==> src/rtl/hilo_mul_ctrl.sv <==
// ---------------------------------------------------------------------------
// hilo_mul_ctrl
//
// Multi-cycle sequencer for the HI/LO unit of the execute stage. It accepts
// MULT/MULTU/MTHI/MTLO (and MADD/MADDU when HILO_MADD_EN is defined) from
// decode. For a product it registers the operands and holds the external
// combinational multiplier enabled for MUL_LAT cycles. It then captures the
// 64-bit result into the architectural HI/LO registers. Decode is stalled
// through busy while a product is in flight. flush squashes any in-flight
// operation.
//
// Optional feature macro: HILO_MADD_EN (MADD/MADDU accumulate into HI/LO).
//
// Ports:
//   clk          rising-edge clock
//   reset        synchronous active-high reset
//   flush        abort in-flight op, drop same-cycle issue
//   issue_valid  operation offered this cycle
//   issue_op     3-bit opcode (MULT/MULTU/MTHI/MTLO/MADD/MADDU)
//   issue_rs     first operand / MTHI/MTLO source
//   issue_rt     second operand
//   issue_ready  high when an offered issue is accepted this cycle
//   busy         product in flight, decode must stall
//   done         one-cycle pulse after HI/LO updated by a product
//   mul_ena      multiplier enable
//   mul_sign     1 signed, 0 unsigned
//   mul_a/mul_b  registered multiplier operands
//   mul_hi/lo    multiplier result
//   hi/lo        architectural HI/LO
// ---------------------------------------------------------------------------
module hilo_mul_ctrl #(
    parameter int MUL_LAT = 4
) (
    input  logic        clk,
    input  logic        reset,
    input  logic        flush,
    input  logic        issue_valid,
    input  logic [2:0]  issue_op,
    input  logic [31:0] issue_rs,
    input  logic [31:0] issue_rt,
    output logic        issue_ready,
    output logic        busy,
    output logic        done,
    output logic        mul_ena,
    output logic        mul_sign,
    output logic [31:0] mul_a,
    output logic [31:0] mul_b,
    input  logic [31:0] mul_hi,
    input  logic [31:0] mul_lo,
    output logic [31:0] hi,
    output logic [31:0] lo
);

    localparam logic [0:0] ST_IDLE = 1'b0;
    localparam logic [0:0] ST_WAIT = 1'b1;

    localparam logic [2:0] OP_MULT  = 3'b000;
    localparam logic [2:0] OP_MULTU = 3'b001;
    localparam logic [2:0] OP_MTHI  = 3'b010;
    localparam logic [2:0] OP_MTLO  = 3'b011;
`ifdef HILO_MADD_EN
    localparam logic [2:0] OP_MADD  = 3'b100;
    localparam logic [2:0] OP_MADDU = 3'b101;
`endif

    // Counter preload: WAIT lasts MUL_LAT cycles, capture happens when cnt hits 0.
    localparam logic [3:0] CNT_LOAD = 4'(MUL_LAT - 1);

    logic [0:0]  state_r,    state_s;
    logic [3:0]  cnt_r,      cnt_s;
    logic [31:0] hi_r,       hi_s;
    logic [31:0] lo_r,       lo_s;
    logic [31:0] mul_a_r,    mul_a_s;
    logic [31:0] mul_b_r,    mul_b_s;
    logic        mul_sign_r, mul_sign_s;
    logic        done_r,     done_s;
    logic        busy_r,     busy_s;
    logic        ena_r;
    logic        ready_r,    ready_s;
`ifdef HILO_MADD_EN
    logic        acc_r,      acc_s;

    // 64-bit HI/LO accumulate; carry from lo into hi, wraps mod 2^64.
    function automatic logic [63:0] hilo_accum(input logic [63:0] cur,
                                               input logic [63:0] prod);
        return cur + prod;
    endfunction
`endif

    // Next-state and datapath decode for the IDLE/WAIT sequencer.
    always_comb begin
        state_s    = state_r;
        cnt_s      = cnt_r;
        hi_s       = hi_r;
        lo_s       = lo_r;
        mul_a_s    = mul_a_r;
        mul_b_s    = mul_b_r;
        mul_sign_s = mul_sign_r;
        done_s     = 1'b0;
`ifdef HILO_MADD_EN
        acc_s      = acc_r;
`endif
        if (flush) begin
            // Squash: drop whatever is in flight and any same-cycle issue.
            state_s = ST_IDLE;
            cnt_s   = 4'd0;
        end else begin
            case (state_r)
                ST_IDLE: begin
                    if (issue_valid) begin
                        case (issue_op)
                            OP_MULT, OP_MULTU: begin
                                mul_a_s    = issue_rs;
                                mul_b_s    = issue_rt;
                                mul_sign_s = (issue_op == OP_MULT);
`ifdef HILO_MADD_EN
                                acc_s      = 1'b0;
`endif
                                cnt_s      = CNT_LOAD;
                                state_s    = ST_WAIT;
                            end
`ifdef HILO_MADD_EN
                            OP_MADD, OP_MADDU: begin
                                mul_a_s    = issue_rs;
                                mul_b_s    = issue_rt;
                                mul_sign_s = (issue_op == OP_MADD);
                                acc_s      = 1'b1;
                                cnt_s      = CNT_LOAD;
                                state_s    = ST_WAIT;
                            end
`endif
                            OP_MTHI: begin
                                hi_s = issue_rs;
                            end
                            OP_MTLO: begin
                                lo_s = issue_rs;
                            end
                            default: begin
                                // Reserved opcode: silently ignored.
                                state_s = ST_IDLE;
                            end
                        endcase
                    end else begin
                        state_s = ST_IDLE;
                    end
                end
                ST_WAIT: begin
                    if (cnt_r != 4'd0) begin
                        cnt_s = cnt_r - 4'd1;
                    end else begin
`ifdef HILO_MADD_EN
                        if (acc_r) begin
                            {hi_s, lo_s} = hilo_accum({hi_r, lo_r}, {mul_hi, mul_lo});
                        end else begin
                            {hi_s, lo_s} = {mul_hi, mul_lo};
                        end
`else
                        {hi_s, lo_s} = {mul_hi, mul_lo};
`endif
                        done_s  = 1'b1;
                        state_s = ST_IDLE;
                    end
                end
                default: begin
                    state_s = ST_IDLE;
                    cnt_s   = 4'd0;
                end
            endcase
        end
        // Handshake outputs are registered copies of the next-state decode.
        busy_s  = (state_s == ST_WAIT);
        ready_s = (state_s == ST_IDLE);
    end

    // State, counter, HI/LO, operand and handshake registers.
    always_ff @(posedge clk) begin
        if (reset) begin
            state_r    <= ST_IDLE;
            cnt_r      <= 4'd0;
            hi_r       <= 32'd0;
            lo_r       <= 32'd0;
            mul_a_r    <= 32'd0;
            mul_b_r    <= 32'd0;
            mul_sign_r <= 1'b0;
            done_r     <= 1'b0;
            busy_r     <= 1'b0;
            ena_r      <= 1'b0;
            ready_r    <= 1'b1;
`ifdef HILO_MADD_EN
            acc_r      <= 1'b0;
`endif
        end else begin
            state_r    <= state_s;
            cnt_r      <= cnt_s;
            hi_r       <= hi_s;
            lo_r       <= lo_s;
            mul_a_r    <= mul_a_s;
            mul_b_r    <= mul_b_s;
            mul_sign_r <= mul_sign_s;
            done_r     <= done_s;
            busy_r     <= busy_s;
            ena_r      <= busy_s;
            ready_r    <= ready_s;
`ifdef HILO_MADD_EN
            acc_r      <= acc_s;
`endif
        end
    end

    assign issue_ready = ready_r;
    assign busy        = busy_r;
    assign done        = done_r;
    assign mul_ena     = ena_r;
    assign mul_sign    = mul_sign_r;
    assign mul_a       = mul_a_r;
    assign mul_b       = mul_b_r;
    assign hi          = hi_r;
    assign lo          = lo_r;

endmodule

==> config.mk <==
export PLATFORM = sky130hd
export DESIGN_NAME = hilo_mul_ctrl
export DESIGN_NICKNAME = d
export VERILOG_FILES = /design/src/rtl/hilo_mul_ctrl.sv
export SDC_FILE = /design/constraint.sdc
export NUM_CORES = 1
export LEC_CHECK = 0
export ABC_AREA = 0
export CORE_ASPECT_RATIO = 0.9
export CORE_MARGIN = 4
export CORE_UTILIZATION = 28
export CTS_BUF_LIST = sky130_fd_sc_hd__clkbuf_8
export CTS_CLUSTER_SIZE = 30
export DETAILED_ROUTE_END_ITERATION = 8
export GPL_ROUTABILITY_DRIVEN = 0
export GPL_TIMING_DRIVEN = 0
export PLACE_DENSITY_LB_ADDON = 0.2
export SLEW_MARGIN = 20
export SYNTH_ARGS = -nofsm -noshare
export SYNTH_HDL_FRONTEND = slang
export SYNTH_SLANG_ARGS = --single-unit
==> constraint.sdc <==
create_clock -name clk -period 3 [get_ports clk]
set_clock_uncertainty 0.15 [all_clocks]
set_input_delay 0.75 -clock clk [delete_from_list [all_inputs] [get_ports clk]]
set_output_delay 0.75 -clock clk [all_outputs]
set_load 0.01 [all_outputs]
==> results by group <==
Outcome
  • Outcome: completed

Worst hold path
  • HP Class: flop to flop
  • Min-Delay Path Depth: 2
  • Worst Hold End: mul_b[6]$_SDFFE_PP0P_
  • Min-delay src: mul_b[6]$_SDFFE_PP0P_

STA
  • Crit path time final: 2.64 ns
  • Fmax achieved: between 300 and 400 MHz
  • Part of the cycle the worst path needs: between 80% and 90%
  • Worst-margin pin slew: between 0.8 and 0.9 ns
  • Slew Limit Fails: 0
  • Final worst slack: 0.363 ns
  • Rel. slew slack: 41.9%
  • Final hold viol count: 0
  • RSZ-0062 raised after global routing: false
  • Count of final setup violators: 0

Worst setup path
  • Data arrival, critical path: around 2.8 ns
  • CP max FO: 10
  • CP cell instances: clkbuf_1, clkbuf_1, clkbuf_1, clkbuf_1, a21oi_1
  • CP Data Required Time: roughly 3.2 ns
  • R2R Path Start: mul_ena$_SDFF_PP0_
  • Worst setup SP type: input pin
  • Reg2reg setup slack: around 0.45 ns
  • Cell mode on critical path: clkbuf_1
  • Critical path type: input pin to flop
  • WP buf/inv: 4
  • Worst Reg2Reg Path Length in Cells: 5
  • CP top delay family: buffers and inverters
  • CP max stage cell: clkbuf_1
  • Crit-path max cell delay: approximately 0.55 ns
  • CP Capture Type: flop
  • Reg2reg end: lo[0]$_SDFFE_PP0P_

Logic synthesis
  • Top cells by area, synth: dfxtp_1 (43%), mux2i_1 (10%), mux2_4 (7.1%), nor2b_1 (6.4%), mux2_2 (6.2%)
  • Mapped Cells: ~700
  • Post-Syn Area: between 0.006 and 0.007 mm²
  • Netlist cell types: 32
  • Yosys top cell area share: between 40% and 50%
  • Register bit total from synthesis: between 100 and 150
  • Sequential share of the synthesized area: 42.9%
  • Post-synth top area cell: dfxtp_1
  • Avg Inst Size Synth: 9.30 µm²
  • Syn nets: 819
  • Yosys warning count: 0

GRT
  • Grt ovf: 0
  • Vias in the first global route: between 5000 and 6000
  • GRT met1 Usage: roughly 23%
  • Met3 GRT Util: 6.59%
  • Busiest grt layer: met2
  • GR Util All Layers: between 10% and 20%
  • First-pass GRT wire length: between 30 and 40 mm
  • Initial antenna violation count: 0
  • Largest net degree at the start of global routing: 17
  • Met2 usage in global routing: roughly 28%

CTS
  • Clock Sinks: 136
  • Worst-Skew Late Latency: around 0.44 ns
  • CTS H-tree depth: 4
  • CTS root buffer: clkbuf_8
  • Post-cts gate resize count: 0
  • Setup Buffers After CTS: 0
  • Reg clk slew, reported paths: approximately 0.09 ns
  • CTS max path bufs: 2
  • TritonCTS Buffers: 17
  • Hold buffer count at CTS: 0
  • CTS tree: yes

Layout
  • Fin cells: 1270
  • Register area: 0.00272 mm²
  • Design Area, Final: approximately 0.01 mm²
  • Layout cells sized above 1: a little under an eighth
  • Fill cells: around 2200
  • Area Growth Syn to Fin: 54.3%
  • Ant. Diodes: 0
  • Most frequent cells in the layout: clkdlybuf4s50_1 (265), dfxtp_1 (136), o21ai_0 (66)
  • Commonest non-fill, non-tap cell in the layout: clkdlybuf4s50_1
  • Nets: approximately 1100
  • Multi-input gate area: 0.00331 mm²

Floorplanning
  • Die Span Y: between 150 and 200 µm
  • Die Width: approximately 170 µm
  • IO Count: around 270
  • Initial Utilization: roughly 29%
  • Die area: between 0.02 and 0.03 mm²
  • Rows: roughly 50
  • Core area: around 0.022 mm²

Placement
  • Post-detail-place hpwl: around 18 mm
  • Dpl cell area: 0.00936 mm²
  • Post-Place Cells: approximately 1200
  • Input/output buffers: 265
  • Post-place setup slack: -0.112 ns

Flow run
  • Max cap viols: 0

Detailed routing
  • Drt drc: 0
  • ANT nets after route: 0
  • Final WL: between 20 and 25 mm
  • Iter 0 DRT Violations: approximately 260
  • DR vias/cell: between 4 and 5
  • Routed WL per cell: ~18 µm
  • Pre-Repair DR Iteration Count: 4
  • Total number of vias: approximately 5900

Pwr
  • P per Cell Area: approximately 420 mW/mm²
  • Lkg Pwr: between 0.003 and 0.004 µW
  • VDD IR-drop max: 177 µV
final cells by class:
class,instances,area share [%]
plain buffers,66,3.02
clock buffers,17,2.39
clock inverters,15,1.97
inverters,3,0.115
multi-input cells,477,33.8
flip-flops and latches,136,27.8
well taps,291,3.72
repair buffers,265,27.1
tightest hold or removal path: stages (launching register included):
cell and delay (ns):
dfxtp_1 0.31, o21ai_0 0.06, a21oi_1 0.06
cell families (layout without fill, tap and decap cells):
| family | after synthesis | in the layout | share of synthesized area [%] |
|---|---|---|---|
| and+or+nand+nor | 207 | 207 | 16.8 |
| AOI/OAI and AO/OA | 139 | 139 | 11.6 |
| DFF | 136 | 136 | 42.9 |
| muxes | 129 | 129 | 23.4 |
| buffers and inverters | 69 | 366 | 4.83 |
| adders and majority gates | 2 | 2 | 0.395 |
Yosys cell counts:
master / number
nand2_1: 2
nor3b_1: 1
nand4_1: 1
nor3_1: 2
o211ai_1: 1
clkbuf_1: 44
a2111oi_0: 2
and3_1: 2
buf_6: 4
or3_1: 1
nor2b_1: 65
buf_2: 11
dfxtp_1: 136
mux2i_1: 64
nor2_1: 65
o31ai_1: 1
nor4b_1: 2
buf_4: 1
nand3_1: 64
inv_1: 3
a21oi_1: 65
o211a_1: 1
buf_1: 6
mux2_2: 35
mux2_4: 30
or4b_4: 1
o22a_1: 1
o21ai_0: 66
o32a_4: 1
ha_1: 2
a311oi_1: 1
nand4bb_1: 1
power breakdown:
part / switching [µW] / internal, µW / total, µW
clock network: 822 / 847 / 1670
registers: 18.6 / 1840 / 1860
logic: 271 / 319 / 590
total: 1110 / 3010 / 4120
routing by layer:
layer,part of all wire (%),routed length [µm],vias to the layer above
li1,-,-,2948
met1,45,10300,2786
met4,1.7,386,0
met2,46,10500,185
met5,0,0,-
met3,7.8,1790,21
worst max path at each step:
| stage | cells past startpoint | slack [ns] | endpoint | start |
|---|---|---|---|---|
| floorplan | 5 | 0.58 | hi[0]$_SDFFE_PP0P_ | flush |
| global placement | 5 | -0.13 | mul_a[24]$_SDFFE_PP0P_ | reset |
| detailed placement | 5 | -0.11 | mul_a[28]$_SDFFE_PP0P_ | reset |
| CTS | 5 | 0.37 | mul_a[28]$_SDFFE_PP0P_ | reset |
| global route | 5 | 0.21 | cnt_r[1]$_SDFFE_PP0P_ | issue_op[1] |
| finish | 5 | 0.36 | mul_a[28]$_SDFFE_PP0P_ | reset |
metrics by stage:
stage | hold WS, ns | utilization, % | setup TNS, ns | total power [µW]
floorplan | 0.309 | - | 0 | 2140
global placement | 0.310 | 42.6 | -1.16 | 2500
detailed placement | 0.316 | 42.6 | -0.952 | 2500
CTS | 0.328 | 44.6 | 0 | 4190
global route | 0.338 | 44.6 | 0 | 4320
finish | 0.326 | 44.6 | 0 | 4120
registers in the layout (all words and copies together) (netlist names):
signal	flops
cnt_r	4
done	1
hi	32
issue_ready	1
lo	32
mul_a	32
mul_b	32
mul_ena	1
mul_sign	1
Power figures use the tool's default switching activity.
